## src/rtl/bmc_decoder_if.sv

```systemverilog
// Decoded-word handshake between bmc_decoder and the downstream word RAM stage.
// The decoder presents a timestamped word; the consumer pulses the release line.
interface bmc_decoder_if;
    logic [16:0] decoded_data;
    logic [23:0] ts_decoded_data;
    logic        decoded_data_avl;
    logic        reset_bmc_decoder;

    modport master (
        output decoded_data,
        output ts_decoded_data,
        output decoded_data_avl,
        input  reset_bmc_decoder
    );

    modport slave (
        input  decoded_data,
        input  ts_decoded_data,
        input  decoded_data_avl,
        output reset_bmc_decoder
    );
endinterface

```

## src/rtl/bmc_decoder.sv

```systemverilog
// Biphase-mark decoder for the TS4231 data line: recovers 17-bit words and timestamps them.
// Define BMC_GLITCH_FILTER_EN to add a 3-sample majority filter on the synchronized data pin.
module bmc_decoder #(
    parameter int HALF_MIN = 5,
    parameter int HALF_MAX = 11,
    parameter int FULL_MAX = 20
) (
    input  logic          clk_96MHz,
    input  logic          rst_n,
    input  logic          d_in,
    input  logic          e_in,
    bmc_decoder_if.master word_if
);
    // state  | meaning
    // IDLE   | waiting for a line edge while the envelope is active
    // SYNC   | following half bits, waiting for a full bit to lock on
    // DECODE | shifting in the 17 data bits
    // HOLD   | word presented, line ignored until released
    typedef enum logic [1:0] {IDLE, SYNC, DECODE, HOLD} state_t;

    localparam int CW = $clog2(FULL_MAX + 2);
    localparam logic [CW-1:0] HALF_MIN_C = CW'(HALF_MIN);
    localparam logic [CW-1:0] HALF_MAX_C = CW'(HALF_MAX);
    localparam logic [CW-1:0] FULL_MAX_C = CW'(FULL_MAX);
    localparam logic [CW-1:0] TMO_C      = CW'(FULL_MAX + 1);

    state_t        state, state_nxt;
    logic          d_s1, d_s2, e_s1, e_s2;
    logic          d_cur, d_prev, d_edge;
    logic [CW-1:0] int_cnt;
    logic [23:0]   ts_cnt, ts_reg;
    logic [15:0]   shift_reg;
    logic [16:0]   shift_nxt;
    logic [4:0]    bit_cnt;
    logic          half_pend;
    logic          env_ok, is_short, is_long, is_bad;
    logic          do_lock, do_half, do_shift, shift_bit, do_clear, word_done;

    always_ff @(posedge clk_96MHz or negedge rst_n) begin
        if (!rst_n) begin
            d_s1 <= 1'b0;
            d_s2 <= 1'b0;
            e_s1 <= 1'b0;
            e_s2 <= 1'b0;
        end else begin
            d_s1 <= d_in;
            d_s2 <= d_s1;
            e_s1 <= e_in;
            e_s2 <= e_s1;
        end
    end

`ifdef BMC_GLITCH_FILTER_EN
    logic d_m1, d_m2;

    always_ff @(posedge clk_96MHz or negedge rst_n) begin
        if (!rst_n) begin
            d_m1 <= 1'b0;
            d_m2 <= 1'b0;
        end else begin
            d_m1 <= d_s2;
            d_m2 <= d_m1;
        end
    end

    assign d_cur = (d_s2 & d_m1) | (d_s2 & d_m2) | (d_m1 & d_m2);
`else
    assign d_cur = d_s2;
`endif

    always_ff @(posedge clk_96MHz or negedge rst_n) begin
        if (!rst_n) d_prev <= 1'b0;
        else        d_prev <= d_cur;
    end

    assign d_edge = d_cur ^ d_prev;
    assign env_ok = ~e_s2;

    // Restarting at 1 makes the value seen at the next edge equal the edge spacing in clocks.
    always_ff @(posedge clk_96MHz or negedge rst_n) begin
        if (!rst_n)                int_cnt <= '0;
        else if (d_edge)           int_cnt <= CW'(1);
        else if (int_cnt != TMO_C) int_cnt <= int_cnt + CW'(1);
    end

    always_ff @(posedge clk_96MHz or negedge rst_n) begin
        if (!rst_n) ts_cnt <= '0;
        else        ts_cnt <= ts_cnt + 24'd1;
    end

    assign is_short = d_edge && (int_cnt >= HALF_MIN_C) && (int_cnt <= HALF_MAX_C);
    assign is_long  = d_edge && (int_cnt >  HALF_MAX_C) && (int_cnt <= FULL_MAX_C);
    assign is_bad   = (d_edge && !is_short && !is_long) || (int_cnt == TMO_C);

    always_ff @(posedge clk_96MHz or negedge rst_n) begin
        if (!rst_n) state <= IDLE;
        else        state <= state_nxt;
    end

    always_comb begin
        state_nxt = state;
        do_lock   = 1'b0;
        do_half   = 1'b0;
        do_shift  = 1'b0;
        shift_bit = 1'b0;
        do_clear  = 1'b0;
        word_done = 1'b0;
        if (word_if.reset_bmc_decoder) begin
            state_nxt = IDLE;
            do_clear  = 1'b1;
        end else begin
            case (state)
                IDLE: begin
                    if (env_ok && d_edge) state_nxt = SYNC;
                end
                SYNC: begin
                    if (!env_ok || is_bad) begin
                        state_nxt = IDLE;
                    end else if (is_long) begin
                        state_nxt = DECODE;
                        do_lock   = 1'b1;
                    end
                end
                DECODE: begin
                    if (!env_ok || is_bad || (is_long && half_pend)) begin
                        state_nxt = IDLE;
                    end else if (is_short) begin
                        if (half_pend) begin
                            do_shift  = 1'b1;
                            shift_bit = 1'b1;
                        end else begin
                            do_half = 1'b1;
                        end
                    end else if (is_long) begin
                        do_shift = 1'b1;
                    end
                    if (do_shift && (bit_cnt == 5'd16)) begin
                        word_done = 1'b1;
                        state_nxt = HOLD;
                    end
                end
                HOLD: state_nxt = HOLD;
                default: state_nxt = IDLE;
            endcase
        end
    end

    assign shift_nxt = {shift_reg, shift_bit};

    always_ff @(posedge clk_96MHz or negedge rst_n) begin
        if (!rst_n) begin
            shift_reg                <= '0;
            bit_cnt                  <= '0;
            half_pend                <= 1'b0;
            ts_reg                   <= '0;
            word_if.decoded_data     <= '0;
            word_if.ts_decoded_data  <= '0;
            word_if.decoded_data_avl <= 1'b0;
        end else if (do_clear) begin
            shift_reg                <= '0;
            bit_cnt                  <= '0;
            half_pend                <= 1'b0;
            word_if.decoded_data_avl <= 1'b0;
        end else begin
            if (do_lock) begin
                ts_reg    <= ts_cnt;
                bit_cnt   <= '0;
                half_pend <= 1'b0;
            end
            if (do_half) half_pend <= 1'b1;
            if (do_shift) begin
                shift_reg <= shift_nxt[15:0];
                bit_cnt   <= bit_cnt + 5'd1;
                half_pend <= 1'b0;
            end
            if (word_done) begin
                word_if.decoded_data     <= shift_nxt;
                word_if.ts_decoded_data  <= ts_reg;
                word_if.decoded_data_avl <= 1'b1;
            end
        end
    end
endmodule
```

## src/flat_wrapper.sv

```systemverilog
// flat-port wrapper written by rule: the top's interface ports become plain ports
module bmc_decoder_flat 
#(
    parameter int HALF_MIN = 5,
    parameter int HALF_MAX = 11,
    parameter int FULL_MAX = 20
)
  (clk_96MHz, rst_n, d_in, e_in, word_if_decoded_data, word_if_ts_decoded_data, word_if_decoded_data_avl, word_if_reset_bmc_decoder);
  bmc_decoder_if word_if_i ();
  input  logic clk_96MHz;
  input  logic rst_n;
  input  logic d_in;
  input  logic e_in;
  output wire logic [$bits(word_if_i.decoded_data)-1:0] word_if_decoded_data;
  output wire logic [$bits(word_if_i.ts_decoded_data)-1:0] word_if_ts_decoded_data;
  output wire logic [$bits(word_if_i.decoded_data_avl)-1:0] word_if_decoded_data_avl;
  input wire logic [$bits(word_if_i.reset_bmc_decoder)-1:0] word_if_reset_bmc_decoder;
  assign word_if_decoded_data = word_if_i.decoded_data;
  assign word_if_ts_decoded_data = word_if_i.ts_decoded_data;
  assign word_if_decoded_data_avl = word_if_i.decoded_data_avl;
  assign word_if_i.reset_bmc_decoder = word_if_reset_bmc_decoder;
  bmc_decoder #(.HALF_MIN(HALF_MIN), .HALF_MAX(HALF_MAX), .FULL_MAX(FULL_MAX)) u_core (.clk_96MHz(clk_96MHz), .rst_n(rst_n), .d_in(d_in), .e_in(e_in), .word_if(word_if_i));
endmodule
```

## config.mk

```make
export PLATFORM = sky130hd
export DESIGN_NAME = bmc_decoder_flat
export DESIGN_NICKNAME = d
export VERILOG_FILES = /design/src/rtl/bmc_decoder_if.sv /design/src/rtl/bmc_decoder.sv /design/src/flat_wrapper.sv
export SDC_FILE = /design/constraint.sdc
export NUM_CORES = 1
export LEC_CHECK = 0
export CORE_MARGIN = 5
export CORE_UTILIZATION = 65
export DETAILED_ROUTE_END_ITERATION = 10
export DONT_BUFFER_PORTS = 1
export MAX_ROUTING_LAYER = met4
export PLACE_DENSITY = 0.88
export SLEW_MARGIN = 20
export SYNTH_ARGS = -nofsm -noshare
export SYNTH_HDL_FRONTEND = slang
export SYNTH_SLANG_ARGS = --single-unit
```

## constraint.sdc

```tcl
create_clock -name clk_96MHz -period 6.2 [get_ports clk_96MHz]
set_input_delay 1.24 -clock clk_96MHz [delete_from_list [all_inputs] [get_ports clk_96MHz]]
set_output_delay 1.24 -clock clk_96MHz [all_outputs]
set_load 0.02 [all_outputs]
```

======== After elaboration in Yosys (flattened, before gate mapping) ========
Index checks and enable logic that the tools add are counted.
storage, ports and cells
  register bits after elaboration ......... 124
  latch bits .............................. 0
  bits in writable memories ............... 0
  ROM bits ................................ 0
  input port bits ......................... 5
  output and inout port bits .............. 42
  logic and storage cells ................. 101
  memories kept ........................... 0
operators by class
  add/subtract/negate cells ............... 3
  multiply operators ...................... 0
  divide/modulo/power cells ............... 0
  magnitude comparators ................... 4
  equal/unequal tests ..................... 9
  shifts and indexed selects .............. 0
  multiplexer cells ....................... 44
  bitwise gates (word level) .............. 3
  reductions and logical operators ........ 23
operators with widths
  cell                   count
  $mux 16                2
  $mux 1                 30
  $mux 5                 5
  $add 24x1->24 const B  1
  $mux 2                 6
  $add 5x1->5 const B    2
  $eq 5x5->1 const B     2
  $logic_and 1x1->1      9
  $ne 4x2->1 const B     2
  $pmux 2 s4             1
  $reduce_bool 2->1      3
  $ge 5x3->1 const B     1
  $gt 5x4->1 const B     1
  $le 5x4->1 const B     1
  $le 5x5->1 const B     1
  $ne 5x5->1 const B     1
  $eq 2x2->1 const B     2
  $reduce_and 2->1       2
  $reduce_bool 4->1      1
  $logic_or 1x1->1       3
  $ne 3x2->1 const B     1
  $reduce_and 3->1       1
  $reduce_bool 3->1      1
  $eq 2x1->1 const B     1
  other kinds (4)        6

======== Longest topological paths before layout ========
Gate-level depths: netlist of run 1.
  word-level depth ........................ 18
  gate-level depth with buffers ........... 10

======== Worst setup path after synthesis of run 1 ========
OpenSTA, ideal clock, no wires.
  path type ............................... register to register
  start ................................... register u_core.int_cnt[0]
  end ..................................... register u_core.ts_reg[10]
  setup time .............................. 0.125 ns
  data arrival time ....................... 2.530 ns
  data required time ...................... 6.075 ns
  slack ................................... 3.544 ns
  cell stages (with the launch flop) ...... 9
  cell sequence ........................... dfrtp_1 ha_1 o31a_1 or3_4 or4_4 or2_1 buf_6 buf_6 mux2_4
on the way
  longest elaborated chain between the ends .. 12
  elaborated cells between the ends (all ways) .. 20
  classes of those cells .................. order compare: 4; eq/ne: 1; mux: 4; reduce/logical: 11
ends and longest elaborated chain
  element                                RTL line            text
  start, declared                        bmc_decoder.sv:30   logic [CW-1:0] int_cnt;
  start signal, assigned                 bmc_decoder.sv:83   else if (int_cnt != TMO_C) int_cnt <= int_cnt + CW'(1);
  $ge 5x3->1                             bmc_decoder.sv:91   assign is_short = d_edge && (int_cnt >= HALF_MIN_C) && (int_cnt <= HALF_MAX_C);
  $logic_and 1x1->1 (2 in series)        bmc_decoder.sv:91
  $logic_not 1->1                        bmc_decoder.sv:93   assign is_bad = (d_edge && !is_short && !is_long) || (int_cnt == TMO_C);
  $logic_and 1x1->1 (2 in series)        bmc_decoder.sv:93
  $logic_or 1x1->1                       bmc_decoder.sv:93
  $logic_or 1x1->1                       bmc_decoder.sv:117  if (!env_ok || is_bad) begin
  $mux 1 (*)                             bmc_decoder.sv:117
  $mux 1 (*)                             bmc_decoder.sv:112  case (state)
  $mux 1 (*)                             bmc_decoder.sv:108  if (word_if.reset_bmc_decoder) begin
  $reduce_and 2->1 (no source line) (*)  --
  end signal, assigned                   bmc_decoder.sv:166  ts_reg <= ts_cnt;
  end, declared                          bmc_decoder.sv:31   logic [23:0] ts_cnt, ts_reg;
Every way passes the cells marked *; elsewhere a longest branch is shown, timed or not.
A chain may end at the register's enable or synchronous reset.

======== Final worst setup path of run 1 ========
  start ................................... register u_core.int_cnt[1]
  end ..................................... register u_core.word_if.ts_decoded_data[1]
on the way
  longest elaborated chain between the ends .. 17
  elaborated cells between the ends (all ways) .. 27
  classes of those cells .................. order compare: 4; eq/ne: 1; mux: 8; reduce/logical: 14
ends and longest elaborated chain
  element                                RTL line              text
  $ge 5x3->1                             bmc_decoder.sv:91
  $logic_and 1x1->1 (2 in series)        bmc_decoder.sv:91
  $logic_not 1->1                        bmc_decoder.sv:93
  $logic_and 1x1->1 (2 in series)        bmc_decoder.sv:93
  $logic_or 1x1->1                       bmc_decoder.sv:93
  $logic_or 1x1->1 (2 in series)         bmc_decoder.sv:125    if (!env_ok || is_bad || (is_long && half_pend)) begin
  $mux 1 (*)                             bmc_decoder.sv:125
  $mux 1 (*)                             bmc_decoder.sv:112
  $mux 1 (*)                             bmc_decoder.sv:108
  $logic_and 1x1->1 (*)                  bmc_decoder.sv:137    if (do_shift && (bit_cnt == 5'd16)) begin
  $mux 1 (*)                             bmc_decoder.sv:137
  $mux 1 (*)                             bmc_decoder.sv:112
  $mux 1 (*)                             bmc_decoder.sv:108
  $reduce_and 2->1 (no source line) (*)  --
  end signal, assigned                   bmc_decoder.sv:178    word_if.ts_decoded_data <= ts_reg;
  end, declared                          bmc_decoder_if.sv:11  output ts_decoded_data,
Every way passes the cells marked *; elsewhere a longest branch is shown, timed or not. The select of a mux whose other input is x is not followed.

==> results of run 1 <==
-- cells by family after synthesis --
kind of cell / synth area share
flops: 0.6053
simple gates: 0.08982
mux: 0.1596
compound gates: 0.06419
xor+xnor: 0.04613
buf+inv: 0.02026
fa+ha+maj: 0.01464
-- power groups by stage --
stage,logic (uW),clock network (uW),registers [uW]
floorplan,36.1,0,836
global placement,38.3,0,840
detailed placement,40.5,0,840
CTS,41.6,925,827
global route,47.2,968,827
finish,43.2,916,827
-- layer usage --
metal	part of all wire	wire, um
met3	0.059	590
met2	0.51	5169
met1	0.41	4087
met4	0.019	194
met5	0	0
-- worst max-delay path, delay by kind of cell (launching register included) --
kind | cells | cell delay [ps]
buffers and inverters | 2 | 470
muxes | 1 | 320
DFF | 1 | 430
adders and majority gates | 1 | 220
AOI/OAI and AO/OA | 2 | 880
and+or+nand+nor | 2 | 620
-- cell usage in the layout, fill, tap and decap left out, drive strengths merged, types with 10 or more instances in the layout --
cell type  count
nand3         21
a22o          16
dfrtp        124
nor2          19
xnor2         17
nand2         19
mux2          66
clkbuf        17
xor2          10
inv           14
-- metrics by stage --
| stage | worst slack, ps | instance area [um2] | cells | utilization | power, uW |
|---|---|---|---|---|---|
| floorplan | 3544 | 5126 | 376 | - | 872.3 |
| global placement | 3361 | 5220 | 469 | 0.6790 | 878.1 |
| detailed placement | 3259 | 5220 | 469 | 0.6790 | 880.9 |
| CTS | 3135 | 5776 | 501 | 0.7513 | 1793 |
| global route | 2967 | 5787 | 501 | 0.7528 | 1843 |
| finish | 3121 | 5787 | 501 | 0.7528 | 1786 |
-- area by class of cell --
class / instances / area (um2) / share of cell area
Tap cell: 102 / 127.6 / 0.02205
Inverter: 10 / 37.54 / 0.006486
Timing Repair Buffer: 2 / 15.01 / 0.002595
Clock inverter: 15 / 141.4 / 0.02443
Clock buffer: 17 / 414.1 / 0.07157
Multi-Input combinational cell: 231 / 1948 / 0.3366
Sequential cell: 124 / 3103 / 0.5362
-- how the worst max path moves through the flow --
stage	startpoint	end	slack [ps]	cells after the start
CTS	u_core.int_cnt[1]	u_core.word_if.ts_decoded_data[1]	3140	8
global route	u_core.int_cnt[1]	u_core.word_if.ts_decoded_data[1]	2970	8
global placement	u_core.int_cnt[1]	u_core.word_if.decoded_data[1]	3360	8
floorplan	u_core.int_cnt[0]	u_core.ts_reg[10]	3540	8
detailed placement	u_core.int_cnt[1]	u_core.word_if.decoded_data[4]	3260	8
finish	u_core.int_cnt[1]	u_core.word_if.ts_decoded_data[1]	3120	8
==> impl_metrics.prom, run 1 <==
# TYPE chip_impl_metric gauge
chip_impl_metric{name="synth.yosys.warnings",unit=""} 0
chip_impl_metric{name="cp_data_arrival_time",unit="ps"} 3480
chip_impl_info{name="worst_hold_path.endpoint",value="u_core.e_s2"} 1
chip_impl_metric{name="vdd.ir_drop.worst",unit="mV"} 0.1956
chip_impl_info{name="worst_setup_path_end_kind",value="flip-flop"} 1
chip_impl_metric{name="grt_max_degree",unit=""} 125
chip_impl_metric{name="route.vias.total",unit=""} 3046
chip_impl_metric{name="placeableCoreArea",unit="um2"} 7687
chip_impl_metric{name="clk-insertion-delay-late",unit="ps"} 510
chip_impl_metric{name="synthesized_net_count",unit=""} 387
chip_impl_metric{name="clock.fmax",unit="MHz"} 324.8
chip_impl_metric{name="seqPwrFrac",unit=""} 0.463
chip_impl_metric{name="syn-cell-area",unit="um2"} 5126
chip_impl_metric{name="timing.reg2reg.worst_path_depth",unit=""} 8
chip_impl_metric{name="cts_hold_buffers",unit=""} 0
chip_impl_metric{name="report.final.hold_viol_count",unit=""} 0
chip_impl_info{name="hold_path.class",value="flip-flop to flip-flop"} 1
chip_impl_metric{name="buffer_ports.inserted",unit=""} 0
chip_impl_metric{name="ys_async_sr_fraction",unit=""} 1.000
chip_impl_metric{name="grt_first_pass_wirelength",unit="um"} 16870
chip_impl_metric{name="fp.dieW",unit="um"} 98.81
chip_impl_metric{name="share_comb_of_total_power",unit=""} 0.024
chip_impl_info{name="crit_slowest_cell",value="sky130_fd_sc_hd__a2111oi_2"} 1
chip_impl_info{name="rr_endpoint",value="u_core.word_if.ts_decoded_data[1]"} 1
chip_impl_metric{name="worstPathMaxFanout",unit=""} 24
chip_impl_metric{name="layout.filler_cells",unit=""} 432
chip_impl_metric{name="cts.repair_timing.setup_buffer_count",unit=""} 0
chip_impl_metric{name="detail-route-antenna-nets",unit=""} 0
chip_impl_metric{name="antenna_cells_inserted",unit=""} 0
chip_impl_metric{name="final_routed_drc_violation_total",unit=""} 0
chip_impl_metric{name="worstMarginPinSlew",unit="ps"} 814.1
chip_impl_metric{name="mean_post_synth_cell_area",unit="um2"} 13.63
chip_impl_metric{name="synth_top_area_share",unit=""} 0.6053
chip_impl_metric{name="clock_sinks",unit=""} 124
chip_impl_metric{name="finalWeightedCongestion",unit=""} 0.8652
chip_impl_metric{name="swShare",unit=""} 0.2331
chip_impl_metric{name="timing.clock.skew",unit="ps"} 7.999
chip_impl_metric{name="timing.final.crit_period",unit="ps"} 3079
chip_impl_metric{name="power.density",unit="nW/um2"} 308.7
chip_impl_metric{name="viasPerCell",unit=""} 6.080
chip_impl_info{name="synth.area.top_cells",value="sky130_fd_sc_hd__dfrtp_1 61%, sky130_fd_sc_hd__mux2_2 9.2%, sky130_fd_sc_hd__mux2_4 5.9%, sky130_fd_sc_hd__xnor2_1 2.9%, sky130_fd_sc_hd__a22o_1 2.7%"} 1
chip_impl_info{name="tritoncts",value="built"} 1
chip_impl_metric{name="setup_tns_final",unit="ps"} 0
chip_impl_info{name="grt_setup_unrepaired",value="no"} 1
chip_impl_metric{name="first_global_vias",unit=""} 3271
chip_impl_metric{name="tritoncts.num_buffers",unit=""} 17
chip_impl_metric{name="die_height",unit="um"} 98.81
chip_impl_metric{name="avgRoutedWirePerCell",unit="um"} 20.04
chip_impl_metric{name="synthCells",unit=""} 376
chip_impl_info{name="busiest_layer",value="met2"} 1
chip_impl_metric{name="floorplan.initialDensity",unit=""} 0.6668
chip_impl_metric{name="std_cell_rows",unit=""} 32
chip_impl_metric{name="yosys_register_bits",unit=""} 124
chip_impl_metric{name="p_leak",unit="uW"} 0.002829
chip_impl_metric{name="ys_seq_area_frac",unit=""} 0.6053
chip_impl_metric{name="worst-r2r-setup-slack",unit="ps"} 3120
chip_impl_metric{name="cell_internal_pwr",unit="uW"} 1370
chip_impl_info{name="startpoint_type",value="flip-flop"} 1
chip_impl_metric{name="max_stage_delay",unit="ps"} 570
chip_impl_metric{name="postCtsResizedCells",unit=""} 0
chip_impl_metric{name="synth.distinct_cells",unit=""} 48
chip_impl_metric{name="nNetsFinal",unit=""} 397
chip_impl_info{name="critical_path.cell_chain",value="inv_1 > ha_1 > nor3_1 > or4b_1 > a2111oi_2 > o21ai_4 > buf_4 > mux2_2"} 1
chip_impl_metric{name="floorplan_die_area",unit="um2"} 9762
chip_impl_metric{name="grt_use_met2",unit=""} 0.3605
chip_impl_metric{name="drt_first_pass_iters",unit=""} 4
chip_impl_info{name="worst_hold_path_startpoint",value="u_core.e_s1"} 1
chip_impl_metric{name="area.growth.synth_to_final",unit="%"} 12.89
chip_impl_info{name="clock_tree.root_cell",value="sky130_fd_sc_hd__clkbuf_8"} 1
chip_impl_metric{name="final_hpwl_dp",unit="um"} 5851
chip_impl_info{name="yosysTopAreaCell",value="sky130_fd_sc_hd__dfrtp_1"} 1
chip_impl_info{name="ys.flop_type",value="sky130_fd_sc_hd__dfrtp_1"} 1
chip_impl_metric{name="detailedRoute.firstIterationViolations",unit=""} 181
chip_impl_metric{name="grtUsageMet1",unit=""} 0.2744
chip_impl_metric{name="synth_enable_flop_cells",unit=""} 0
chip_impl_info{name="status",value="completed"} 1
chip_impl_metric{name="initial_antenna_violation_count",unit=""} 0
chip_impl_metric{name="routed_wl",unit="um"} 10040
chip_impl_metric{name="clkSlewWorstSetupHoldPaths",unit="ps"} 60
chip_impl_metric{name="layout_worst_path_cycle_share",unit=""} 0.4966
chip_impl_metric{name="maxSlewHeadroom",unit=""} 0.4572
chip_impl_info{name="most_instantiated_cells_after_synthesis",value="124 x sky130_fd_sc_hd__dfrtp_1, 42 x sky130_fd_sc_hd__mux2_2, 21 x sky130_fd_sc_hd__nand3_1"} 1
chip_impl_metric{name="groute.layer.met3.usage",unit=""} 0.07219
chip_impl_info{name="critical_path_class",value="flip-flop to flip-flop"} 1
chip_impl_metric{name="grt.total_usage",unit=""} 0.2278
chip_impl_metric{name="top_level_ports",unit=""} 47
chip_impl_metric{name="whs",unit="ps"} 381.0
chip_impl_metric{name="clkPwrFrac",unit=""} 0.513
chip_impl_metric{name="clockBufferDepth",unit=""} 2
chip_impl_metric{name="netSwitchingPower",unit="uW"} 416.3
chip_impl_metric{name="max-cap-violations",unit=""} 0
chip_impl_metric{name="setup_viol",unit=""} 0
chip_impl_metric{name="fraction_of_layout_instances_using_a_drive_strength_above_1",unit=""} 0.2657
chip_impl_info{name="yosysMostFrequentCell",value="sky130_fd_sc_hd__dfrtp_1"} 1
chip_impl_metric{name="final_max_slew_viol_count",unit=""} 0
chip_impl_info{name="critical_path.reg2reg.startpoint",value="u_core.int_cnt[1]"} 1
chip_impl_metric{name="grt-ovfl-total",unit=""} 0
chip_impl_metric{name="cts_htree_levels",unit=""} 4
chip_impl_metric{name="min_path_cells",unit=""} 0
chip_impl_metric{name="required",unit="ps"} 6600
Power figures use the tool's default switching activity.
==> inputs of run 2 (changes only) <==
--- a/config.mk
+++ b/config.mk
@@ -6,11 +6,11 @@
 export NUM_CORES = 1
 export LEC_CHECK = 0
 export CORE_MARGIN = 5
-export CORE_UTILIZATION = 65
+export CORE_UTILIZATION = 57
 export DETAILED_ROUTE_END_ITERATION = 10
 export DONT_BUFFER_PORTS = 1
 export MAX_ROUTING_LAYER = met4
-export PLACE_DENSITY = 0.88
+export PLACE_DENSITY = 0.82
 export SLEW_MARGIN = 20
 export SYNTH_ARGS = -nofsm -noshare
 export SYNTH_HDL_FRONTEND = slang
==> constraint.sdc (replaced) <==
create_clock -name clk_96MHz -period 2.6 [get_ports clk_96MHz]
set_input_delay 0.52 -clock clk_96MHz [delete_from_list [all_inputs] [get_ports clk_96MHz]]
set_output_delay 0.52 -clock clk_96MHz [all_outputs]
set_load 0.02 [all_outputs]
==> impl_metrics.prom, run 2 (synthesized netlist as in run 1, its figures left out) <==
# TYPE chip_impl_metric gauge
chip_impl_metric{name="fraction_of_layout_instances_using_a_drive_strength_above_1",unit=""} 0.3246
chip_impl_metric{name="layout.filler_cells",unit=""} 574
chip_impl_info{name="failed_checks",value="hold timing, setup timing"} 1
chip_impl_metric{name="initial_antenna_violation_count",unit=""} 0
chip_impl_metric{name="report.final.hold_viol_count",unit=""} 124
chip_impl_metric{name="clkSlewWorstSetupHoldPaths",unit="ps"} 60
chip_impl_metric{name="nNetsFinal",unit=""} 417
chip_impl_metric{name="final_max_slew_viol_count",unit=""} 0
chip_impl_info{name="layout.cells.most_common",value="sky130_fd_sc_hd__dfrtp_1"} 1
chip_impl_metric{name="detail-route-antenna-nets",unit=""} 0
chip_impl_metric{name="floorplan_die_area",unit="um2"} 10990
chip_impl_info{name="clock_tree.root_cell",value="sky130_fd_sc_hd__clkbuf_8"} 1
chip_impl_metric{name="whs",unit="ps"} -305.6
chip_impl_metric{name="finalWeightedCongestion",unit=""} 0.9239
chip_impl_metric{name="post-place-ws",unit="ps"} -65.65
chip_impl_metric{name="maxSlewHeadroom",unit=""} 0.6441
chip_impl_metric{name="timing.clock.skew",unit="ps"} 6.458
chip_impl_metric{name="clock_sinks",unit=""} 124
chip_impl_info{name="final_cell_mix",value="123 x sky130_fd_sc_hd__dfrtp_1, 42 x sky130_fd_sc_hd__mux2_2, 21 x sky130_fd_sc_hd__nand3_1"} 1
chip_impl_metric{name="routed_wl",unit="um"} 9797
chip_impl_metric{name="vdd.ir_drop.worst",unit="mV"} 0.3992
chip_impl_metric{name="worstMarginPinSlew",unit="ps"} 529.8
chip_impl_metric{name="detailedRoute.firstIterationViolations",unit=""} 159
chip_impl_metric{name="final_routed_drc_violation_total",unit=""} 0
chip_impl_info{name="grt_setup_unrepaired",value="yes"} 1
chip_impl_metric{name="clk-insertion-delay-late",unit="ps"} 520
chip_impl_metric{name="grt.total_usage",unit=""} 0.1899
chip_impl_info{name="startpoint_type",value="flip-flop"} 1
chip_impl_metric{name="top_level_ports",unit=""} 47
chip_impl_info{name="hold_path.class",value="primary input to asynchronous set/reset pin"} 1
chip_impl_info{name="tritoncts",value="built"} 1
chip_impl_metric{name="worst-r2r-setup-slack",unit="ps"} -8
chip_impl_metric{name="timing.reg2reg.worst_path_depth",unit=""} 7
chip_impl_metric{name="timing.final.crit_period",unit="ps"} 2608
chip_impl_metric{name="final_hpwl_dp",unit="um"} 5933
chip_impl_info{name="critical_path_class",value="flip-flop to flip-flop"} 1
chip_impl_metric{name="finish.instance_area",unit="um2"} 6093
chip_impl_metric{name="placeableCoreArea",unit="um2"} 8763
chip_impl_metric{name="viasPerCell",unit=""} 5.882
chip_impl_metric{name="cp_data_arrival_time",unit="ps"} 3010
chip_impl_metric{name="std_cell_rows",unit=""} 34
chip_impl_info{name="worst_setup_path_end_kind",value="flip-flop"} 1
chip_impl_metric{name="grt_first_pass_wirelength",unit="um"} 16270
chip_impl_metric{name="layout.area.seq",unit="um2"} 3104
chip_impl_metric{name="place_area",unit="um2"} 5388
chip_impl_metric{name="tritoncts.num_buffers",unit=""} 17
chip_impl_metric{name="clockBufferDepth",unit=""} 2
chip_impl_info{name="status",value="finished, violations left"} 1
chip_impl_metric{name="power.density",unit="nW/um2"} 743.9
chip_impl_metric{name="grt_max_degree",unit=""} 125
chip_impl_info{name="critical_path.reg2reg.startpoint",value="u_core.int_cnt[0]"} 1
chip_impl_metric{name="multi_input_comb_area",unit="um2"} 1986
chip_impl_metric{name="setup_viol",unit=""} 5
chip_impl_metric{name="required",unit="ps"} 3000
chip_impl_metric{name="area.growth.synth_to_final",unit="%"} 18.87
chip_impl_metric{name="avgRoutedWirePerCell",unit="um"} 18.59
chip_impl_metric{name="finalWorstSetupSlack",unit="ps"} -7.561
chip_impl_metric{name="route.vias.total",unit=""} 3100
chip_impl_metric{name="worstPathMaxFanout",unit=""} 12
chip_impl_metric{name="first_global_vias",unit=""} 3341
chip_impl_metric{name="die_height",unit="um"} 104.8
chip_impl_metric{name="cts_htree_levels",unit=""} 4
chip_impl_metric{name="buffer_ports.inserted",unit=""} 0
chip_impl_metric{name="floorplan.initialDensity",unit=""} 0.5850
chip_impl_info{name="rr_endpoint",value="u_core.ts_reg[20]"} 1
chip_impl_metric{name="max-cap-violations",unit=""} 0
chip_impl_metric{name="layout_worst_path_cycle_share",unit=""} 1.003
chip_impl_metric{name="fp.dieW",unit="um"} 104.8
chip_impl_metric{name="drt_first_pass_iters",unit=""} 5
chip_impl_metric{name="grt-ovfl-total",unit=""} 0
chip_impl_metric{name="antenna_cells_inserted",unit=""} 0
chip_impl_metric{name="p_leak",unit="uW"} 0.002980
chip_impl_metric{name="clock.fmax",unit="MHz"} 383.5
-- run 2: where the power goes --
part	total (uW)	switching, uW	internal (uW)
clock network	2400	881	1520
registers	1960	16.1	1950
logic	173	88.3	84.6
-- run 2: per-stage QoR --
stage / util / instances / total power (uW) / TNS, ps
final: 0.6953 / 527 / 4533 / -19.20
after global routing: 0.6953 / 527 / 4689 / -3629
after CTS: 0.6876 / 523 / 4540 / 0
after detailed placement: 0.6148 / 491 / 2136 / -1150
after global placement: 0.6148 / 491 / 2128 / 0
after floorplan: - / 376 / 2081 / -84.41
-- run 2: worst max-delay path by stage --
stage,startpoint,slack [ps],cells past startpoint,end
6_report,u_core.int_cnt[0],-8,7,u_core.ts_reg[20]
5_1_grt,u_core.int_cnt[1],-80,9,u_core.state[0]
4_1_cts,u_core.int_cnt[0],6,7,u_core.ts_reg[2]
3_5_place_dp,u_core.int_cnt[1],-70,9,u_core.state[0]
3_3_place_gp,u_core.int_cnt[1],50,9,u_core.state[0]
2_1_floorplan,u_core.int_cnt[0],-4,8,u_core.ts_reg[10]
-- run 2: worst max-delay path, cell delays in order, from the launching register on --
cell and delay [ps]:
sky130_fd_sc_hd__dfrtp_2 450, sky130_fd_sc_hd__ha_2 190, sky130_fd_sc_hd__o31a_1 260, sky130_fd_sc_hd__or3_4 380, sky130_fd_sc_hd__or4_4 430, sky130_fd_sc_hd__or2_4 280
sky130_fd_sc_hd__clkbuf_16 200, sky130_fd_sc_hd__mux2_4 310
-- run 2: final cells by class --
type | instances | area share
well taps | 108 | 0.02218
flip-flops and latches | 124 | 0.5094
repair buffers | 22 | 0.03676
inverters | 10 | 0.006160
clock buffers | 19 | 0.07248
multi-input cells | 231 | 0.3259
clock inverters | 13 | 0.02710
-- run 2: per-layer routing --
metal	share of wire	GRT usage	vias to the layer above	routed length, um
met4	0.013	0.07215	0	129
met2	0.52	0.3035	83	5060
li1	-	-	1398	-
met1	0.42	0.2230	1603	4095
met5	0	-	-	0
met3	0.052	0.06412	16	511
-- run 2: repair_timing --
item	CTS	global route
setup endpoints to repair	69	74
gates resized for setup	7	6
hold endpoints to repair	124	124
buffers inserted	0	3
pin swaps	0	1
cloned	0	1
==> RTL change (settings of run 1) <==
`FULL_MAX` is set to 20 in 2 places; all go to 40.
--- a/src/rtl/bmc_decoder.sv
+++ b/src/rtl/bmc_decoder.sv
@@ -5,3 +5,3 @@
     parameter int HALF_MAX = 11,
-    parameter int FULL_MAX = 20
+    parameter int FULL_MAX = 40
 ) (
--- a/src/flat_wrapper.sv
+++ b/src/flat_wrapper.sv
@@ -5,3 +5,3 @@
     parameter int HALF_MAX = 11,
-    parameter int FULL_MAX = 20
+    parameter int FULL_MAX = 40
 )
Check against the original RTL: no difference found for any inputs over 10 cycles, from zero or initial values and one cycle with rst_n low; that may be too few to reach the edited logic, so the function may still have changed.
==> RTL change against run 1 <==
Sequential cell count up 1; design area about the same; total power up 3.1%; synthesized area down 0.17%; setup slack better by 0.14 ns; clock skew up 0.010 ns; maximum frequency up 4.9%; routed wire length down 8.4%; non-clock buffer count up 1; critical path type unchanged.
==> RTL change: results (changes against run 1) <==
status finished, final reports clean (unchanged); largest net degree at the start of global routing 126 (was 125); Crit Path Max Fanout 15 (was 24); clk buf depth 2 (unchanged); Vias/cell 5.88 (was 6.08); CTS Root Cell clkbuf_8 (unchanged); dpl ws 3.16 ns (was 3.26 ns); routability congestion estimate 0.878 (was 0.865); Leak 0.00284 uW (was 0.00283 uW); Post-synth top cells 125 x dfrtp_1, 64 x mux2_2, 19 x nand2_1 (was 124 x dfrtp_1, 42 x mux2_2, 21 x nand3_1); syn nets 389 (was 387); peak supply drop 0.000245 V (was 0.000196 V); R2R depth 10 (was 8); top cells by area, synth dfrtp_1 61%, mux2_2 14%, a22o_1 2.7% (was dfrtp_1 61%, mux2_2 9.2%, mux2_4 5.9%); 1st-pass router iterations 4 (unchanged); final cycle utilization of the critical path 0.474 (was 0.497); first-pass GRT wire length 15,700 um (was 16,900 um); Unique masters post-synth 46 (was 48); Clock transition at path regs 0.06 ns (about the same); FFs w/ async S/R, synth 1.00 (unchanged); Total GRT Usage 0.213 (was 0.228); layout cell share with drive strength beyond 1 0.264 (was 0.266); Clock Latency Late Sink 0.51 ns (about the same); post-cts gate resize count 0 (unchanged); initial DRC count 129 (was 181); DP Area 5190 um2 (was 5220 um2); sequential area share after synthesis 0.611 (was 0.605); arrival time worst endpoint 3.32 ns (was 3.48 ns); Int Power 1420 uW (was 1370 uW); worst hold path type register to register (unchanged); reg2reg setup slack 3.26 ns (was 3.12 ns); vias in the first global route 3,134 (was 3,271); detailed placement HPWL 5860 um (was 5850 um); WL per Instance 18.4 um (was 20.0 um); Clock Skews 0.0180 ns (was 0.00800 ns); CTS Buf Count 17 (unchanged); Least-Margin Pin Slew 1.14 ns (was 0.814 ns)
==> RTL change: cell count changes after synthesis, moves of 4 or more <==
| cell | delta |
|---|---|
| buf_8 | +4 |
| mux2_1 | -4 |
| mux2_2 | +22 |
| mux2_4 | -20 |
| nand3_1 | -5 |
==> RTL change: area by class of cell <==
type	count	area, um2
flip-flops and latches	125	3130
well taps	102	128
clock buffers	17	414
clock inverters	15	175
inverters	8	30.0
fillers	454	1900
multi-input cells	230	1850
repair buffers	3	62.6
==> RTL change: per-layer routing <==
metal / up-vias / GRT usage / part of all wire
li1: 1347 / - / -
met1: 1510 / 0.254 / 0.41
met2: 74 / 0.338 / 0.52
met3: 11 / 0.0679 / 0.050
met4: 0 / 0.0872 / 0.013
met5: - / - / 0
==> RTL change: worst paths after layout <==
kind	startpoint	end
setup / recovery	u_core.int_cnt[1]	u_core.word_if.decoded_data[4]
hold / removal	u_core.d_s1	u_core.d_cur
setup reg to reg	u_core.int_cnt[1]	u_core.word_if.decoded_data[4]
hold reg to reg	u_core.d_s1	u_core.d_cur
max in group asynchronous	rst_n	u_core.half_pend
min in group asynchronous	rst_n	u_core.int_cnt[3]
==> RTL change: power by group through the flow <==
stage	sequential [uW]	clock [uW]	combinational, uW
2_1_floorplan	843	0	28.3
5_1_grt	832	1030	37.9
4_1_cts	831	990	33.1
3_3_place_gp	845	0	31.1
6_report	831	976	33.2
3_5_place_dp	846	0	32.9
==> RTL change: cell families (layout without fill, tap and decap cells) <==
family / Yosys count / in the layout / share of synthesized area
fa+ha+maj: 7 / 7 / 0.0171
simple gates: 87 / 87 / 0.0878
buf+inv: 22 / 43 / 0.0289
compound gates: 44 / 44 / 0.0663
flops: 125 / 125 / 0.611
mux: 64 / 64 / 0.141
xor+xnor: 28 / 28 / 0.0479
==> RTL change: metrics by stage <==
step | hold slack [ns] | std cells
finish | 0.355 | 500
global route | 0.367 | 500
CTS | 0.357 | 500
detailed placement | 0.344 | 468
global placement | 0.340 | 466
floorplan | 0.331 | 377
==> RTL change: critical path, stage by stage (launching register included) <==
cell      delay [ns]
dfrtp_1         0.41
inv_1           0.13
ha_1            0.18
nand2b_1        0.11
a21oi_1         0.09
or4b_4          0.52
a21boi_2        0.19
nor2b_4         0.46
buf_16          0.22
buf_16          0.16
mux2_2          0.34
